$ cat src/rtl/multicycle_main_fsm_pkg.sv
// Shared definitions for the multicycle RV32I control path: state encoding,
// opcode constants and the mux-select / AluOp encodings used by the datapath.
package multicycle_main_fsm_pkg;

    localparam int STATE_W = 4;

    typedef enum logic [STATE_W-1:0] {
        S_FETCH    = 4'd0,
        S_DECODE   = 4'd1,
        S_MEMADR   = 4'd2,
        S_MEMREAD  = 4'd3,
        S_MEMWB    = 4'd4,
        S_MEMWRITE = 4'd5,
        S_EXECUTER = 4'd6,
        S_EXECUTEI = 4'd7,
        S_JAL      = 4'd8,
        S_ALUWB    = 4'd9,
        S_BEQ      = 4'd10
    } state_t;

    localparam logic [6:0] OP_LW  = 7'b0000011;
    localparam logic [6:0] OP_SW  = 7'b0100011;
    localparam logic [6:0] OP_R   = 7'b0110011;
    localparam logic [6:0] OP_I   = 7'b0010011;
    localparam logic [6:0] OP_JAL = 7'b1101111;
    localparam logic [6:0] OP_BEQ = 7'b1100011;

    localparam logic [1:0] RES_ALUOUT    = 2'b00;
    localparam logic [1:0] RES_DATA      = 2'b01;
    localparam logic [1:0] RES_ALURESULT = 2'b10;

    localparam logic [1:0] SRCA_PC    = 2'b00;
    localparam logic [1:0] SRCA_OLDPC = 2'b01;
    localparam logic [1:0] SRCA_RD1   = 2'b10;

    localparam logic [1:0] SRCB_RD2  = 2'b00;
    localparam logic [1:0] SRCB_IMM  = 2'b01;
    localparam logic [1:0] SRCB_FOUR = 2'b10;

    localparam logic [1:0] ALUOP_ADD   = 2'b00;
    localparam logic [1:0] ALUOP_SUB   = 2'b01;
    localparam logic [1:0] ALUOP_FUNCT = 2'b10;

endpackage

$ cat src/rtl/multicycle_main_fsm.sv
// Main control FSM of the multicycle RV32I core: sequences fetch, decode,
// execute, memory and writeback, and drives datapath selects and strobes.
module multicycle_main_fsm
    import multicycle_main_fsm_pkg::*;
(
    input  logic       clk,
    input  logic       reset,
    input  logic [6:0] op,
    input  logic       Zero,
    input  logic       MemReady,
    output logic       PCWrite,
    output logic       AdrSrc,
    output logic       MemWrite,
    output logic       IRWrite,
    output logic [1:0] ResultSrc,
    output logic [1:0] ALUSrcA,
    output logic [1:0] ALUSrcB,
    output logic [1:0] AluOp,
    output logic       RegWrite,
    output logic       IllegalOp,
    output logic       InstrDone
);

    state_t     r_state;
    state_t     w_next;
    logic       w_pcupdate;
    logic       w_branch;
    logic       w_adrsrc;
    logic       w_memwrite;
    logic       w_irwrite;
    logic [1:0] w_resultsrc;
    logic [1:0] w_alusrca;
    logic [1:0] w_alusrcb;
    logic [1:0] w_aluop;
    logic       w_regwrite;
    logic       w_illegal;
    logic       w_done;

    // State register
    always_ff @(posedge clk or posedge reset) begin
        if (reset) begin
            r_state <= S_FETCH;
        end else begin
            r_state <= w_next;
        end
    end

    // Next-state and Moore output decode (MemReady gates the memory-state strobes)
    always_comb begin
        w_next      = S_FETCH;
        w_pcupdate  = 1'b0;
        w_branch    = 1'b0;
        w_adrsrc    = 1'b0;
        w_memwrite  = 1'b0;
        w_irwrite   = 1'b0;
        w_resultsrc = RES_ALUOUT;
        w_alusrca   = SRCA_PC;
        w_alusrcb   = SRCB_RD2;
        w_aluop     = ALUOP_ADD;
        w_regwrite  = 1'b0;
        w_illegal   = 1'b0;
        w_done      = 1'b0;
        case (r_state)
            S_FETCH: begin
                w_alusrca   = SRCA_PC;
                w_alusrcb   = SRCB_FOUR;
                w_resultsrc = RES_ALURESULT;
                w_irwrite   = MemReady;
                w_pcupdate  = MemReady;
                w_next      = MemReady ? S_DECODE : S_FETCH;
            end
            S_DECODE: begin
                w_alusrca = SRCA_OLDPC;
                w_alusrcb = SRCB_IMM;
                case (op)
                    OP_LW, OP_SW: w_next = S_MEMADR;
                    OP_R:         w_next = S_EXECUTER;
                    OP_I:         w_next = S_EXECUTEI;
                    OP_JAL:       w_next = S_JAL;
                    OP_BEQ:       w_next = S_BEQ;
                    default: begin
                        w_next    = S_FETCH;
                        w_illegal = 1'b1;
                        w_done    = 1'b1;
                    end
                endcase
            end
            S_MEMADR: begin
                w_alusrca = SRCA_RD1;
                w_alusrcb = SRCB_IMM;
                w_next    = (op == OP_LW) ? S_MEMREAD : S_MEMWRITE;
            end
            S_MEMREAD: begin
                w_adrsrc = 1'b1;
                w_next   = MemReady ? S_MEMWB : S_MEMREAD;
            end
            S_MEMWB: begin
                w_resultsrc = RES_DATA;
                w_regwrite  = 1'b1;
                w_done      = 1'b1;
                w_next      = S_FETCH;
            end
            S_MEMWRITE: begin
                w_adrsrc   = 1'b1;
                w_memwrite = 1'b1;
                w_done     = MemReady;
                w_next     = MemReady ? S_FETCH : S_MEMWRITE;
            end
            S_EXECUTER: begin
                w_alusrca = SRCA_RD1;
                w_alusrcb = SRCB_RD2;
                w_aluop   = ALUOP_FUNCT;
                w_next    = S_ALUWB;
            end
            S_EXECUTEI: begin
                w_alusrca = SRCA_RD1;
                w_alusrcb = SRCB_IMM;
                w_aluop   = ALUOP_FUNCT;
                w_next    = S_ALUWB;
            end
            S_JAL: begin
                w_alusrca  = SRCA_OLDPC;
                w_alusrcb  = SRCB_FOUR;
                w_pcupdate = 1'b1;
                w_next     = S_ALUWB;
            end
            S_ALUWB: begin
                w_regwrite = 1'b1;
                w_done     = 1'b1;
                w_next     = S_FETCH;
            end
            S_BEQ: begin
                w_alusrca = SRCA_RD1;
                w_alusrcb = SRCB_RD2;
                w_aluop   = ALUOP_SUB;
                w_branch  = 1'b1;
                w_done    = 1'b1;
                w_next    = S_FETCH;
            end
            default: begin
                w_next = S_FETCH;
            end
        endcase
    end

    // Reset masks every output so nothing fires while the core is held
    assign PCWrite   = ~reset & (w_pcupdate | (w_branch & Zero));
    assign AdrSrc    = ~reset & w_adrsrc;
    assign MemWrite  = ~reset & w_memwrite;
    assign IRWrite   = ~reset & w_irwrite;
    assign ResultSrc = reset ? 2'b00 : w_resultsrc;
    assign ALUSrcA   = reset ? 2'b00 : w_alusrca;
    assign ALUSrcB   = reset ? 2'b00 : w_alusrcb;
    assign AluOp     = reset ? 2'b00 : w_aluop;
    assign RegWrite  = ~reset & w_regwrite;
    assign IllegalOp = ~reset & w_illegal;
    assign InstrDone = ~reset & w_done;

endmodule

$ cat config.mk
export PLATFORM = sky130hd
export DESIGN_NAME = multicycle_main_fsm
export DESIGN_NICKNAME = d
export VERILOG_FILES = /design/src/rtl/multicycle_main_fsm_pkg.sv /design/src/rtl/multicycle_main_fsm.sv
export SDC_FILE = /design/constraint.sdc
export NUM_CORES = 1
export LEC_CHECK = 0
export BUFFER_PORTS_ARGS = -buffer_cell sky130_fd_sc_hd__buf_2
export CAP_MARGIN = 20
export CORE_MARGIN = 4
export CORE_UTILIZATION = 46
export CTS_CLUSTER_SIZE = 10
export DETAILED_ROUTE_END_ITERATION = 10
export GPL_TIMING_DRIVEN = 1
export PLACE_DENSITY = 0.86
export SYNTH_ARGS = -nofsm -noshare
export SYNTH_HDL_FRONTEND = slang
export SYNTH_SLANG_ARGS = --single-unit
$ cat constraint.sdc
create_clock -name clk -period 1.8 [get_ports clk]
set_input_delay 0.18 -clock clk [delete_from_list [all_inputs] [get_ports clk]]
set_output_delay 0.18 -clock clk [all_outputs]
set_load 0.02 [all_outputs]
==> results.cfg, run 1 <==
[route]
drtIter0Drc = 33
wl_um = 1890
via_per_inst = 6.016
drt_pass1_iterations = 4
num_vias = 776
wl_per_cell_um = 14.65
drt_drc_violations_left = 0
postRouteAntennaNets = 0

[grt]
grt_usage_pct = 20.72
grt_pass1_wl_um = 3070
grt_pass1_vias = 686
antenna_found_initial = 0
overflow = 0
grt_max_degree = 15

[sta]
worst_pin_slew_ns = 0.2754
whs_ns = 0.2913
slew_headroom_pct = 81.57
slew_viol_final = 0
final-setup-viol-count = 0
rsz0062_at_grt = true
finalWorstPathRequiredPeriod_ns = 1.772
setup_slack_ns = 0.02844
final.setup_skew_ns = 0.002642
clock.fmax_ghz = 0.5645
finalHoldViolations = 0
fin_crit_sh_pct = 98.42

[floorplanning]
die_x_um = 44.17
pin_count = 26
start_util_pct = 51.39
fp.dieH_um = 44.17
coreArea_um2 = 1171
die-area_um2 = 1951
rows = 12

[synth]
yosysMostFrequentCell = nor3_1
synth_area_per_cell_um2 = 7.430
ys_types = 34
synth_seq_cells = 4
synth_commonest_cells = nor3_1 (9), a21oi_1 (5), inv_1 (5), nand2b_1 (5), nor4_1 (5)
synth_area_leaders = dfrtp_1 (17%), nor3_1 (7.5%), nand2b_1 (5.2%), nor4_1 (5.2%), xnor2_1 (4.4%)
synth_nets = 92
synth_top_area_share_pct = 16.63
synth.largest_area_cell = dfrtp_1
ys_async_sr_fraction_pct = 100.0
syn_inst = 81
ys.warnings.count = 0
synth-edff-count = 0
yosys_most_used_dff = dfrtp_1
ys_seq_area_share_pct = 16.63
syn_area_um2 = 601.8

[setup_path]
max_stage_delay_ns = 0.45
crit_path_end_kind = primary output
critPathTopFamily = simple AND/OR/NAND/NOR gates
cp.arrival_ns = 1.59
path_class = register to primary output
crit_chain = nor4b_4 > and4bb_2 > o21bai_1 > buf_4
path_buf_inv = 1
worstPathMaxFanout = 6
required_ns = 1.62
slowest_stage = dfrtp_2
cp-start-kind = register

[clock_tree]
clock-root-buffer = clkbuf_4
cts_tree = yes
clock_latency_ns = 0.25
clock-sinks = 4
cts.clk_slew.worst_paths_ns = 0.04
cts_max_level = 1
cts_made_buffers = 3
clock_path_buffers = 2

[final_layout]
drive_gt1_share_pct = 40.87
utilization_pct = 71.15
layout.nets = 128
n_fill_cell = 103
diodes = 0
largest_register_ffs = 4
area_growth_pct = 38.46
regMostFlops = r_state
largest_registers = r_state x4

[placement]
post-dp-hpwl_um = 1365
portBuffers = 25
pre_cts_slack_ns = 0.2125
routabilityCongestion = 0.9131

[power]
p_per_area_nw_per_um2 = 508.4
leakage_uw = 0.0003869
ir_drop_v = 0.0003628

[hold_path]
hp-class = input port to register

[job]
cap_violations = 0

[outcome]
outcome = completed
## cell families (layout without fill, tap and decap cells)
kind of cell | after synthesis | in the layout | synth area share, %
buffers and inverters | 12 | 46 | 9.978
xor gates and xnor gates | 3 | 3 | 4.367
DFF | 4 | 4 | 16.63
AOI/OAI and AO/OA | 20 | 20 | 23.70
and+or+nand+nor | 42 | 42 | 45.32
## worst register-to-register path: stages (launching register included)
cell      delay (ns)
dfrtp_2         0.45
nor4b_4         0.35
nand2_1         0.12
or3_1           0.33
o211ai_1        0.10
## path summary, 6_finish.rpt
kind / startpoint / end / slack, ns / depth (start not counted)
worst max-delay path: r_state[2] / InstrDone / 0.03 / 4
worst min-delay path: op[4] / r_state[1] / 0.29 / 4
worst max register to register: r_state[2] / r_state[2] / 0.35 / 4
worst min register to register: r_state[3] / r_state[3] / 0.71 / 2
max in group asynchronous: reset / r_state[0] / 1.11 / 3
min in group asynchronous: reset / r_state[2] / 0.50 / 3
## repair_timing
action / 4_1_cts / 5_1_grt
hold buffers: 1 / 0
hold endpoints to repair: 4 / 0
gates resized for setup: 4 / 2
setup buffers: 4 / 3
pin swaps: 1 / 2
endpoints found under the setup margin: 2 / 2
## cell type report
| class | instances | area, µm² | share of cell area, % |
|---|---|---|---|
| Tap cell | 14 | 17.52 | 2.102 |
| Multi-Input combinational cell | 65 | 441.7 | 53.00 |
| Timing Repair Buffer | 38 | 227.7 | 27.33 |
| Clock buffer | 3 | 22.52 | 2.703 |
| Inverter | 5 | 18.77 | 2.252 |
| Sequential cell | 4 | 105.1 | 12.61 |
## per-stage QoR
stage               area [µm²]  cells   TNS, ns  power [µW]
CTS                      808.3    126         0       416.2
detailed placement       740.7    118         0       285.0
floorplan                601.8     81         0       227.8
global placement         740.7    118         0       277.2
finish                   833.3    129         0       423.6
global route             833.3    129  -0.06217       452.3
## placed cells by master, fill, tap and decap left out, types with 5 or more instances in the layout
cell type	synthesis	final
a21oi_1	5	5
buf_2	3	24
buf_4	3	13
inv_1	5	5
nand2b_1	5	5
nor3_1	9	9
nor4_1	5	5
## report_power, final
| part | total, µW | leakage, µW | switching (µW) | internal [µW] |
|---|---|---|---|---|
| clock network | 122 | 0.0000138 | 46.5 | 75.3 |
| logic | 191 | 0.000325 | 106 | 84.7 |
| registers | 111 | 0.0000480 | 14.7 | 96.6 |
| total | 424 | 0.000387 | 167 | 257 |
## metal layers
metal / vias to the layer above / global-route usage (%) / share of wire, %
met5: - / 0 / 0
met3: 3 / 2.033 / 6.9
met2: 32 / 31.40 / 49
met4: 0 / 10.84 / 1.5
met1: 370 / 28.71 / 42
li1: 371 / - / -
(Power assumes the default switching activity.)
==> run 2, diff against run 1 <==
Settings changed: CORE_MARGIN 4 to unset.
==> run 2 against run 1 <==
Effect of this change:
- die area fell by 25%
- clock power is 12% lower
- sequential cell count stayed put
- critical path depth up 1
- core utilization shrank 1.5 points
- register-to-register slack got worse by 0.06 ns
- via count is 4.1% lower
- non-clock buffer count fell by 5
- maximum frequency grew 3.1%
- routed wire length is 13% lower
- global-route usage increased by 4.8 points
- cell count shrank 3.9%
==> results.cfg, run 2 (synthesis results as in run 1) <==
[outcome]
outcome = completed

[grt]
grt_pass1_vias = 599
overflow = 0
grt_usage_pct = 25.52
grt_pass1_wl_um = 2642
grt_max_degree = 15
antenna_found_initial = 0

[job]
cap_violations = 0

[placement]
routabilityCongestion = 0.8649
portBuffers = 25
pre_cts_slack_ns = 0.2391
post-dp-hpwl_um = 1187

[final_layout]
final_cell_mix = buf_2 (25), nor3_1 (9), buf_4 (6)
largest_registers = r_state x4
diodes = 0
largest_register_ffs = 4
layout.nets = 123
regMostFlops = r_state
area_growth_pct = 33.89
drive_gt1_share_pct = 38.18
final_common_cell = buf_2

[route]
via_per_inst = 6.000
drtIter0Drc = 17
drt_drc_violations_left = 0
num_vias = 744
wl_um = 1643
drt_pass1_iterations = 4
postRouteAntennaNets = 0
wl_per_cell_um = 13.25

[setup_path]
crit_path_end_kind = primary output
required_ns = 1.62
crit_top_cell = buf_2
path_class = input port to primary output
cp.arrival_ns = 1.54
cp-start-kind = input port
worstPathMaxFanout = 14
max_stage_delay_ns = 0.52
crit_chain = dlygate4sd3_1 > buf_2 > and4bb_2 > o21bai_1 > buf_2
slowest_stage = dlygate4sd3_1

[floorplanning]
fp.dieH_um = 38.17
coreArea_um2 = 1156
die-area_um2 = 1457
start_util_pct = 52.06
pin_count = 26
die_x_um = 38.17
rows = 12

[sta]
rsz0062_at_grt = false
final.setup_skew_ns = 0.001672
slew_viol_final = 0
fin_crit_sh_pct = 95.48
fin_tns_setup_ns = 0
final-setup-viol-count = 0
finalWorstPathRequiredPeriod_ns = 1.719
clock.fmax_ghz = 0.5819
setup_slack_ns = 0.08143
worst_pin_slew_ns = 0.2576
finalHoldViolations = 0
slew_headroom_pct = 82.83

[hold_path]
hp-class = input port to register

[clock_tree]
cts_tree = yes
clock_path_buffers = 2
clock-sinks = 4
cts_made_buffers = 3
clock-root-buffer = clkbuf_4
clock_latency_ns = 0.23
cts.clk_slew.worst_paths_ns = 0.03
cts_max_level = 1

[power]
p_total_uw = 403.4
leakage_uw = 0.0003618
p_per_area_nw_per_um2 = 500.6
ir_drop_v = 0.0004465
run 2: cell count changes in the layout (fill, tap and decap cells not counted):
| cell | change |
|---|---|
| buf_2 | +1 |
| buf_4 | -7 |
| buf_12 | +1 |
| a21boi_1 | -1 |
| a21boi_0 | +1 |
run 2: final timing paths:
path | from | cells after the start | endpoint | slack [ns]
max | reset | 5 | InstrDone | 0.08
min | op[6] | 3 | r_state[2] | 0.33
max reg2reg | r_state[2] | 5 | r_state[2] | 0.29
min reg2reg | r_state[3] | 1 | r_state[2] | 0.67
max in group asynchronous | reset | 3 | r_state[2] | 1.11
min in group asynchronous | reset | 3 | r_state[3] | 0.52
run 2: final cells by class:
| cell class | instances | area, µm² |
|---|---|---|
| multi-input combinational | 65 | 441.7 |
| fill | 96 | 350.3 |
| timing repair buffer | 33 | 200.2 |
| sequential | 4 | 105.1 |
| clock buffer | 3 | 22.52 |
| inverter | 5 | 18.77 |
| tap | 14 | 17.52 |
run 2: worst max-delay path, delay by kind of cell:
kind / cells / cell delay (ns)
buffers and inverters: 3 / 0.94
AND/OR/NAND/NOR: 1 / 0.27
AO/OA/AOI/OAI: 1 / 0.14
run 2: routing by layer:
metal	part of all wire [%]	track usage (%)
met1	47	32.97
met2	49	43.22
met3	4.4	3.488
met4	0	8.036
met5	0	0
run 2: stage by stage:
step / instance area (µm²) / hold WS, ns / instances / utilization [%]
2_1_floorplan: 601.8 / -0.04558 / 81 / -
3_3_place_gp: 733.2 / 0.2041 / 117 / 63.42
4_1_cts: 768.2 / 0.3133 / 121 / 66.45
6_report: 805.8 / 0.3322 / 124 / 69.70
5_1_grt: 805.8 / 0.3304 / 124 / 69.70
3_5_place_dp: 733.2 / 0.2066 / 117 / 63.42
run 2: power breakdown:
group | total (µW) | switching [µW] | leakage [µW] | internal (µW)
clock network | 107 | 32.3 | 0.0000138 | 74.3
registers | 113 | 16.7 | 0.0000480 | 96.7
logic | 183 | 102 | 0.000300 | 81.2
run 2: repair_timing:
item,CTS,global route
setup endpoints to repair,1,4
hold endpoints to repair,4,0
hold buffers,1,0
resized for setup,2,2
buffers inserted,0,3
pin swaps,0,1
==> run 3, diff against run 2 <==
Settings changed: PLACE_DENSITY 0.86 to unset, PLACE_DENSITY_LB_ADDON set to 0.05.
==> run 3 against run 2 <==
Effect of this change:
- the flow now finishes with violations (negative setup slack)
- combinational power is essentially flat
- via count shrank 0.27%
- total power rose by 3.3%
- global-route usage decreased by 0.18 points
- clock power grew 12%
- routed wire length is 3.7% higher
- critical path depth is 1 lower
- cell area increased by 0.93%
==> results.cfg, run 3 (synthesis results as in run 1) <==
[sta]
clock.fmax_ghz = 0.5543
final.setup_skew_ns = 0.003919
finalHoldViolations = 0
finalWorstPathRequiredPeriod_ns = 1.804
final-setup-viol-count = 1
fin_crit_sh_pct = 100.2
slew_headroom_pct = 81.38
rsz0062_at_grt = true
setup_slack_ns = -0.003967
slew_viol_final = 0
worst_pin_slew_ns = 0.2763

[power]
p_int_uw = 254.6
switching_share_pct = 38.90
power_frac_seq_pct = 27.7
leakage_uw = 0.0003694
pwr-share-comb_pct = 43.6
clkPwrFrac_pct = 28.7
ir_drop_v = 0.0004354
p_per_area_nw_per_um2 = 512.4
power_switching_uw = 162.1

[job]
cap_violations = 0

[grt]
grt_pass1_wl_um = 2580
overflow = 0
antenna_found_initial = 0
grt_pass1_vias = 577
grt_max_degree = 18
grt_usage_pct = 25.34

[clock_tree]
clock_path_buffers = 2
clock_latency_ns = 0.25
cts.clk_slew.worst_paths_ns = 0.04
cts_made_buffers = 3
cts_tree = yes
cts_max_level = 1
clock-sinks = 4
clock-root-buffer = clkbuf_4

[route]
num_vias = 742
wl_per_cell_um = 13.52
postRouteAntennaNets = 0
drt_drc_violations_left = 0
drtIter0Drc = 13
wl_um = 1703
drt_pass1_iterations = 4
via_per_inst = 5.889

[setup_path]
path_class = register to primary output
cp-start-kind = register
required_ns = 1.62
worstPathMaxFanout = 6
crit_path_end_kind = primary output
cp.arrival_ns = 1.62
reg2reg_depth = 4

[final_layout]
area_growth_pct = 35.14
fin_cells = 126
largest_registers = r_state x4
diodes = 0
largest_register_ffs = 4
regMostFlops = r_state
final_common_cell = buf_2
utilization_pct = 70.35
final_cell_mix = buf_2 (24), nor3_1 (9), buf_4 (9)
layout.nets = 125
drive_gt1_share_pct = 40.18

[floorplanning]
die-area_um2 = 1457
rows = 12
pin_count = 26
fp.dieH_um = 38.17
coreArea_um2 = 1156
start_util_pct = 52.06
die_x_um = 38.17

[placement]
dp_cells = 116
routabilityCongestion = 0.7871
post-dp-hpwl_um = 1104
portBuffers = 25

[outcome]
outcome = finished with violations
violations = negative setup slack

[hold_path]
hold-path-cell-count = 3
hp-class = input port to register
run 3: cell types whose count changed in the layout (fill, tap and decap cells not counted):
cell / change
buf_12: -1
buf_2: -1
dfrtp_2: -1
buf_4: +3
nor2b_2: +1
a21boi_0: -1
dfrtp_4: +1
clkbuf_2: +1
a21boi_1: +1
nor2b_1: -1
run 3: what timing repair did:
| item | 4_1_cts | 5_1_grt |
|---|---|---|
| pin swaps | 0 | 2 |
| hold buffers | 1 | 0 |
| endpoints found under the hold margin | 4 | 0 |
| setup buffers | 0 | 6 |
| setup endpoints to repair | 2 | 2 |
| gates resized for setup | 4 | 4 |
run 3: final timing paths:
| check | from | end | slack [ns] |
|---|---|---|---|
| setup / recovery | r_state[3] | InstrDone | -0.004 |
| hold / removal | op[6] | r_state[2] | 0.32 |
| setup reg to reg | r_state[3] | r_state[2] | 0.32 |
| hold reg to reg | r_state[0] | r_state[0] | 0.65 |
| max in group asynchronous | reset | r_state[2] | 1.14 |
| min in group asynchronous | reset | r_state[3] | 0.49 |
run 3: layout make-up:
type / instances / area, µm²
Tap cell: 14 / 17.52
Clock buffer: 3 / 22.52
Multi-Input combinational cell: 65 / 444.2
Inverter: 5 / 18.77
Fill cell: 112 / 342.8
Timing Repair Buffer: 35 / 202.7
Sequential cell: 4 / 107.6
run 3: power groups by stage:
stage | Clock, µW | Combinational, µW | Sequential, µW
floorplan | 0 | 125 | 103
global placement | 0 | 162 | 115
detailed placement | 0 | 163 | 117
CTS | 124 | 166 | 116
global route | 125 | 198 | 116
finish | 120 | 182 | 115
run 3: per-stage QoR:
step / setup WS, ns / hold WS [ns] / power, µW / area [µm²] / TNS [ns]
floorplan: 0.08479 / -0.04558 / 227.8 / 601.8 / 0
global placement: 0.2128 / 0.1978 / 277.2 / 725.7 / 0
detailed placement: 0.1905 / 0.1973 / 279.8 / 725.7 / 0
CTS: 0.02843 / 0.3075 / 406.0 / 763.2 / 0
global route: -0.07414 / 0.3448 / 439.2 / 813.3 / -0.07414
finish: -0.003967 / 0.3172 / 416.7 / 813.3 / -0.003967
run 3: metal layers:
metal	part of all wire [%]	GRT usage, %	wire, µm	up-vias
met2	47	41.53	806	29
met1	45	32.85	771	339
met5	0	0	0	-
li1	-	-	-	371
met4	1.6	10.71	27	0
met3	5.7	3.488	97	3
run 3: critical path, stage by stage (launching register included):
cell and delay, ns:
dfrtp_4 0.51, nor4b_4 0.33, and4bb_2 0.28, o21bai_1 0.11, buf_4 0.15
